`src/rtl/fpu_pkg.sv`:
```
// Shared types and widths for the fpu request arbiter slice.
// Operands use a {sign, exp[6:0], mant[23:0]} 32-bit packing.
package fpu_pkg;

  localparam int FP_W     = 32;
  localparam int EXP_W    = 7;
  localparam int MANT_W   = 24;
  localparam int STATUS_W = 4;

  typedef enum logic [1:0] {
    IDLE,
    ISSUE,
    WAIT,
    RESP
  } arb_state_t;

  // Index width that stays legal (>=1 bit) for any requester count.
  function automatic int unsigned id_width(input int unsigned n);
    return (n > 1) ? $clog2(n) : 1;
  endfunction

endpackage

```
`src/rtl/fpu_req_arbiter_if.sv`:
```
// Requester-side bus of the fpu arbiter: per-requester operand requests
// plus the shared response bus.
interface fpu_req_arbiter_if #(
  parameter int unsigned NUM_REQ = 4
);
  import fpu_pkg::*;

  localparam int unsigned ID_W = id_width(NUM_REQ);

  logic [NUM_REQ-1:0]      req_valid;
  logic [NUM_REQ*FP_W-1:0] req_op_a;
  logic [NUM_REQ*FP_W-1:0] req_op_b;
  logic [NUM_REQ-1:0]      req_ready;
  logic [NUM_REQ-1:0]      rsp_valid;
  logic [FP_W-1:0]         rsp_data;
  logic [STATUS_W-1:0]     rsp_status;
  logic [ID_W-1:0]         rsp_id;

  modport master (
    output req_valid, req_op_a, req_op_b,
    input  req_ready, rsp_valid, rsp_data, rsp_status, rsp_id
  );

  modport slave (
    input  req_valid, req_op_a, req_op_b,
    output req_ready, rsp_valid, rsp_data, rsp_status, rsp_id
  );

endinterface

```
`src/rtl/fpu_rr_pick.sv`:
```
// Combinational round-robin picker: first set request at or above ptr,
// wrapping, as one-hot grant plus index.
module fpu_rr_pick #(
  parameter int unsigned NUM_REQ = 4,
  parameter int unsigned ID_W    = 2
) (
  input  logic [NUM_REQ-1:0] req,
  input  logic [ID_W-1:0]    ptr,
  output logic [NUM_REQ-1:0] grant,
  output logic [ID_W-1:0]    idx,
  output logic               any
);

  logic [ID_W-1:0] k;

  always_comb begin
    grant = '0;
    idx   = '0;
    any   = 1'b0;
    k     = '0;
    for (int unsigned i = 0; i < NUM_REQ; i++) begin
      k = ID_W'((32'(ptr) + i) % NUM_REQ);
      if (!any && req[k]) begin
        any      = 1'b1;
        grant[k] = 1'b1;
        idx      = k;
      end
    end
  end

endmodule

```
`src/rtl/fpu_req_arbiter.sv`:
```
// Shares one fixed-latency fpu among NUM_REQ requesters: round-robin grant,
// single operation in flight, result routed back to the issuing requester.
module fpu_req_arbiter
  import fpu_pkg::*;
#(
  parameter int unsigned NUM_REQ     = 4,
  parameter int unsigned FPU_LATENCY = 20
) (
  input  logic                clock,
  input  logic                reset,
  fpu_req_arbiter_if.slave    req_bus,
  output logic                busy,
  output logic                fpu_start,
  output logic [FP_W-1:0]     fpu_op_a,
  output logic [FP_W-1:0]     fpu_op_b,
  input  logic [FP_W-1:0]     fpu_data_in,
  input  logic [STATUS_W-1:0] fpu_status_in
);

  localparam int unsigned ID_W  = id_width(NUM_REQ);
  localparam int unsigned CNT_W = $clog2(FPU_LATENCY + 1);

  arb_state_t          state, state_nxt;
  logic [CNT_W-1:0]    cnt;
  logic [ID_W-1:0]     id;
  logic [ID_W-1:0]     rr_ptr;
  logic [NUM_REQ-1:0]  pick_grant;
  logic [ID_W-1:0]     pick_idx;
  logic                pick_any;

  fpu_rr_pick #(
    .NUM_REQ (NUM_REQ),
    .ID_W    (ID_W)
  ) u_pick (
    .req   (req_bus.req_valid),
    .ptr   (rr_ptr),
    .grant (pick_grant),
    .idx   (pick_idx),
    .any   (pick_any)
  );

  always_comb begin
    state_nxt         = state;
    req_bus.req_ready = '0;
    req_bus.rsp_valid = '0;
    busy              = (state != IDLE);
    unique case (state)
      IDLE: begin
        req_bus.req_ready = pick_grant;
        if (pick_any) state_nxt = ISSUE;
      end
      ISSUE: state_nxt = WAIT;
      WAIT: if (cnt == '0) state_nxt = RESP;
      RESP: begin
        req_bus.rsp_valid = NUM_REQ'(1) << id;
        state_nxt         = IDLE;
      end
      default: state_nxt = IDLE;
    endcase
  end

  // fpu_start is registered off the accept so it is high exactly in ISSUE.
  always_ff @(posedge clock) begin
    if (reset) begin
      state              <= IDLE;
      cnt                <= '0;
      id                 <= '0;
      rr_ptr             <= '0;
      fpu_start          <= 1'b0;
      fpu_op_a           <= '0;
      fpu_op_b           <= '0;
      req_bus.rsp_data   <= '0;
      req_bus.rsp_status <= '0;
      req_bus.rsp_id     <= '0;
    end else begin
      state     <= state_nxt;
      fpu_start <= (state == IDLE) && pick_any;
      unique case (state)
        IDLE: if (pick_any) begin
          fpu_op_a <= req_bus.req_op_a[FP_W * int'(pick_idx) +: FP_W];
          fpu_op_b <= req_bus.req_op_b[FP_W * int'(pick_idx) +: FP_W];
          id       <= pick_idx;
        end
        ISSUE: cnt <= CNT_W'(FPU_LATENCY - 1);
        WAIT: begin
          if (cnt == '0) begin
            req_bus.rsp_data   <= fpu_data_in;
            req_bus.rsp_status <= fpu_status_in;
            req_bus.rsp_id     <= id;
          end else begin
            cnt <= cnt - 1'b1;
          end
        end
        RESP: rr_ptr <= (id == ID_W'(NUM_REQ - 1)) ? '0 : id + 1'b1;
        default: ;
      endcase
    end
  end

endmodule

```
`src/flat_wrapper.sv`:
```
// flat-port wrapper written by rule: the top's interface ports become plain ports
module fpu_req_arbiter_flat import fpu_pkg::*;
#(
  parameter int unsigned NUM_REQ     = 4,
  parameter int unsigned FPU_LATENCY = 20
)
  (clock, reset, busy, fpu_start, fpu_op_a, fpu_op_b, fpu_data_in, fpu_status_in, req_bus_req_valid, req_bus_req_op_a, req_bus_req_op_b, req_bus_req_ready, req_bus_rsp_valid, req_bus_rsp_data, req_bus_rsp_status, req_bus_rsp_id);
  fpu_req_arbiter_if #(.NUM_REQ(NUM_REQ)) req_bus_i ();
  input  logic clock;
  input  logic reset;
  output logic busy;
  output logic fpu_start;
  output logic [FP_W-1:0] fpu_op_a;
  output logic [FP_W-1:0] fpu_op_b;
  input  logic [FP_W-1:0] fpu_data_in;
  input  logic [STATUS_W-1:0] fpu_status_in;
  input wire logic [$bits(req_bus_i.req_valid)-1:0] req_bus_req_valid;
  input wire logic [$bits(req_bus_i.req_op_a)-1:0] req_bus_req_op_a;
  input wire logic [$bits(req_bus_i.req_op_b)-1:0] req_bus_req_op_b;
  output wire logic [$bits(req_bus_i.req_ready)-1:0] req_bus_req_ready;
  output wire logic [$bits(req_bus_i.rsp_valid)-1:0] req_bus_rsp_valid;
  output wire logic [$bits(req_bus_i.rsp_data)-1:0] req_bus_rsp_data;
  output wire logic [$bits(req_bus_i.rsp_status)-1:0] req_bus_rsp_status;
  output wire logic [$bits(req_bus_i.rsp_id)-1:0] req_bus_rsp_id;
  assign req_bus_i.req_valid = req_bus_req_valid;
  assign req_bus_i.req_op_a = req_bus_req_op_a;
  assign req_bus_i.req_op_b = req_bus_req_op_b;
  assign req_bus_req_ready = req_bus_i.req_ready;
  assign req_bus_rsp_valid = req_bus_i.rsp_valid;
  assign req_bus_rsp_data = req_bus_i.rsp_data;
  assign req_bus_rsp_status = req_bus_i.rsp_status;
  assign req_bus_rsp_id = req_bus_i.rsp_id;
  fpu_req_arbiter #(.NUM_REQ(NUM_REQ), .FPU_LATENCY(FPU_LATENCY)) u_core (.clock(clock), .reset(reset), .req_bus(req_bus_i), .busy(busy), .fpu_start(fpu_start), .fpu_op_a(fpu_op_a), .fpu_op_b(fpu_op_b), .fpu_data_in(fpu_data_in), .fpu_status_in(fpu_status_in));
endmodule
```
`config.mk`:
```
export PLATFORM = sky130hd
export DESIGN_NAME = fpu_req_arbiter_flat
export DESIGN_NICKNAME = d
export VERILOG_FILES = /design/src/rtl/fpu_pkg.sv /design/src/rtl/fpu_req_arbiter_if.sv /design/src/rtl/fpu_rr_pick.sv /design/src/rtl/fpu_req_arbiter.sv /design/src/flat_wrapper.sv
export SDC_FILE = /design/constraint.sdc
export NUM_CORES = 1
export LEC_CHECK = 0
export CORE_AREA = 2 2 158 160
export CTS_CLUSTER_SIZE = 24
export DETAILED_ROUTE_END_ITERATION = 8
export DIE_AREA = 0 0 160 162
export PLACE_DENSITY = 0.66
export SYNTH_ARGS = -nofsm -noshare
export SYNTH_HDL_FRONTEND = slang
export SYNTH_SLANG_ARGS = --single-unit
```
`constraint.sdc`:
```
create_clock -name clock -period 4.9 [get_ports clock]
set_input_delay 1.47 -clock clock [delete_from_list [all_inputs] [get_ports clock]]
set_output_delay 1.47 -clock clock [all_outputs]
set_load 0.02 [all_outputs]
```
==> key figures <==
Pwr
  – Pleak: 4.11 nW
  – PwrDens: 474 nW/um^2
  – Maximum VDD drop: 0.232 mV

Floorplanning
  – # rows: 57
  – # IOs: 410
  – Die ar.: 25900 sq um
  – Core ar.: 24100 sq um
  – Starting Density: 0.255
  – Die Y: 162 um
  – Die width: 160 um

Yosys
  – Top cell type's share of synthesized area: 0.371
  – Synth area leaders: dfxtp_1, mux2i_1, o221ai_1, nand2_1, ha_1
  – Total of warnings raised by yosys: 0
  – Post-synthesis sequential area ratio: 0.371
  – Mapped Nets: 976
  – Most instantiated cells after synthesis: nand2_1, mux2i_1, dfxtp_1
  – Synth unique cells: 43
  – Avg Cell Area, Syn: 9.33 sq um
  – Post-Syn Area: 6160 sq um
  – Post-synth EDFFs: 0
  – FF+latch count, synth: 114
  – Post-synth ARST share: 0
  – Ys flop type: dfxtp_1
  – Synth area leader: dfxtp_1
  – Most frequent cell after synthesis: nand2_1
  – Mapped Cells: 660

Clock tree
  – Hold Buf Count CTS: 0
  – Clock latency on the worst-skew pair: 410 ps
  – Max Root-Sink Buffers: 2
  – Worst-path clk slew: 50 ps
  – Sink Count: 114
  – Clock root cell: clkbuf_16
  – CTS tree: yes
  – Clock H-tree levels: 4
  – CTS Buf Count: 17

Job
  – Maxcap violations: 0

Layout
  – Layout area overhead: 79.9%
  – Area of the multi-input gates: 3460 sq um
  – Sequential cell area: 2280 sq um
  – NumNets Final: 1370
  – Cell area after layout: 11100 sq um
  – Layout fillers: 2395
  – Layout cells sized above 1: 0.0675

Timing
  – Final period util: 0.976
  – Fmax: 209 MHz
  – Fin. max-slew vios: 0
  – Final setup vio count: 0
  – Final Hold Fails: 0
  – Rel. slew slack: 0.585
  – Measured slew at the worst slew-check pin: 617 ps
  – Final Worst Setup Slack: 116 ps
  – Final min period: 4780 ps
  – Skew final: 10.2 ps

Placement
  – Placed Area: 10400 sq um
  – Final GP Congestion: 0.799
  – Post-DP HPWL: 18.6 mm
  – Worst slack, placed: -218 ps
  – Buffers on Ports: 409

Global routing
  – Global route total overflow: 0
  – Gr usage total: 0.184
  – Initial antenna violation count: 3
  – Largest net degree at the start of global routing: 53
  – GR Util met2: 0.336
  – First-pass GRT wire length: 37.3 mm
  – Met3 Use GR: 0.0605
  – Number of global-route vias before repair: 6633
  – Most used routing layer: met2
  – Grt met1 use: 0.202

Drt
  – First-pass detailed-route iteration total: 4
  – DRC: 0
  – Via/cell ratio: 4.70
  – Vias: 6558
  – Drt total wl: 24.7 mm
  – Number of DRC markers in iteration 0: 290
  – Drt wl/cell: 17.7 um
  – DRT antenna net count: 0

Setup path
  – Worst Setup End Kind: primary output
  – Worst EP required: 3430 ps
  – Kind of critical path: input port to primary output
  – CP arrival: 3310 ps
  – Crit path max fanout: 6
  – CP startpoint kind: input port

Worst hold path
  – Hold Crit Class: flop to flop

Status
  – Status: complete, no violations
registers in the layout, indices dropped and copies added (netlist names), 4 cells and up:
register                   flops
u_core.fpu_op_a               32
u_core.fpu_op_b               32
u_core.req_bus.rsp_data       32
u_core.cnt                     5
u_core.req_bus.rsp_status      4
report_power, final:
group	switching [mW]	leakage, nW	internal, mW
registers	0.174	0.935	1.23
clock network	0.465	0.293	0.813
logic	1.33	2.88	1.24
per-stage QoR:
stage,setup TNS (ps),cells,power (mW),utilization,hold slack [ps]
after detailed placement,-842,1359,4.00,0.433,445
after CTS,0,1391,5.30,0.458,455
final,0,1395,5.25,0.459,452
after global routing,-25.7,1394,5.55,0.459,470
after floorplan,0,660,2.98,-,467
after global placement,-650,1359,3.98,0.433,441
worst max-delay path, cell delays in order:
cell and delay [ps]:
clkdlybuf4s50_1 450, mux4_2 600, nor2b_4 220, a22oi_1 90, nor2_1 170, a221oi_2 60, nor2_1 90, buf_2 170
metal layers:
metal,wire length [um],part of all wire
met5,0,0
met4,431,0.017
met3,1920,0.078
met2,12800,0.52
met1,9550,0.39
worst paths after layout:
path                              start                          to  slack (ps)  cells after the start
max                req_bus_req_valid[2]        req_bus_req_ready[0]         120                      8
min          u_core.req_bus.rsp_data[2]  u_core.req_bus.rsp_data[2]         450                      2
max reg2reg            u_core.rr_ptr[1]          u_core.fpu_op_b[5]        1610                     10
min reg2reg  u_core.req_bus.rsp_data[2]  u_core.req_bus.rsp_data[2]         450                      2
final cells by class:
cell class                      instances  area share
Timing Repair Buffer                  429       0.387
Multi-Input combinational cell        482       0.312
Clock buffer                           19      0.0400
Sequential cell                       114       0.206
Inverter                               10     0.00339
Clock inverter                         13      0.0145
Antenna cell                            4    0.000904
Tap cell                              324      0.0366
cell usage in the layout (no fill, tap or decap), drive strengths merged, types with 2 or more instances in the layout:
| master | instances |
|---|---|
| clkdlybuf4s50 | 404 |
| nand2 | 145 |
| mux2i | 132 |
| dfxtp | 114 |
| o221ai | 64 |
| a21oi | 44 |
| nor2 | 28 |
| clkbuf | 22 |
| buf | 22 |
| ha | 18 |
| inv | 10 |
| clkinv | 8 |
| nor3 | 6 |
| and2 | 5 |
| diode | 4 |
| o21ai | 4 |
| a221oi | 4 |
| a22oi | 4 |
| a211oi | 3 |
| mux4 | 3 |
| bufinv | 3 |
| nor2b | 3 |
| or3 | 2 |
| nor4 | 2 |
| clkinvlp | 2 |
| o2bb2ai | 2 |
kinds of logic (layout without fill, tap and decap cells):
family | after synthesis | in the layout | synth area share
fa+ha+maj | 18 | 18 | 0.0366
mux | 135 | 135 | 0.226
simple gates | 198 | 198 | 0.134
xor+xnor | 1 | 1 | 0.00142
compound gates | 130 | 130 | 0.156
flops | 114 | 114 | 0.371
other cells | 0 | 4 | 0
buf+inv | 64 | 471 | 0.0756
repair_timing:
action | in CTS | in global routing
gates cloned | 0 | 0
pin swaps | 0 | 2
buffers inserted | 0 | 0
endpoints found under the setup margin | 4 | 4
gates resized for setup | 4 | 15
Power figures use the tool's default switching activity.
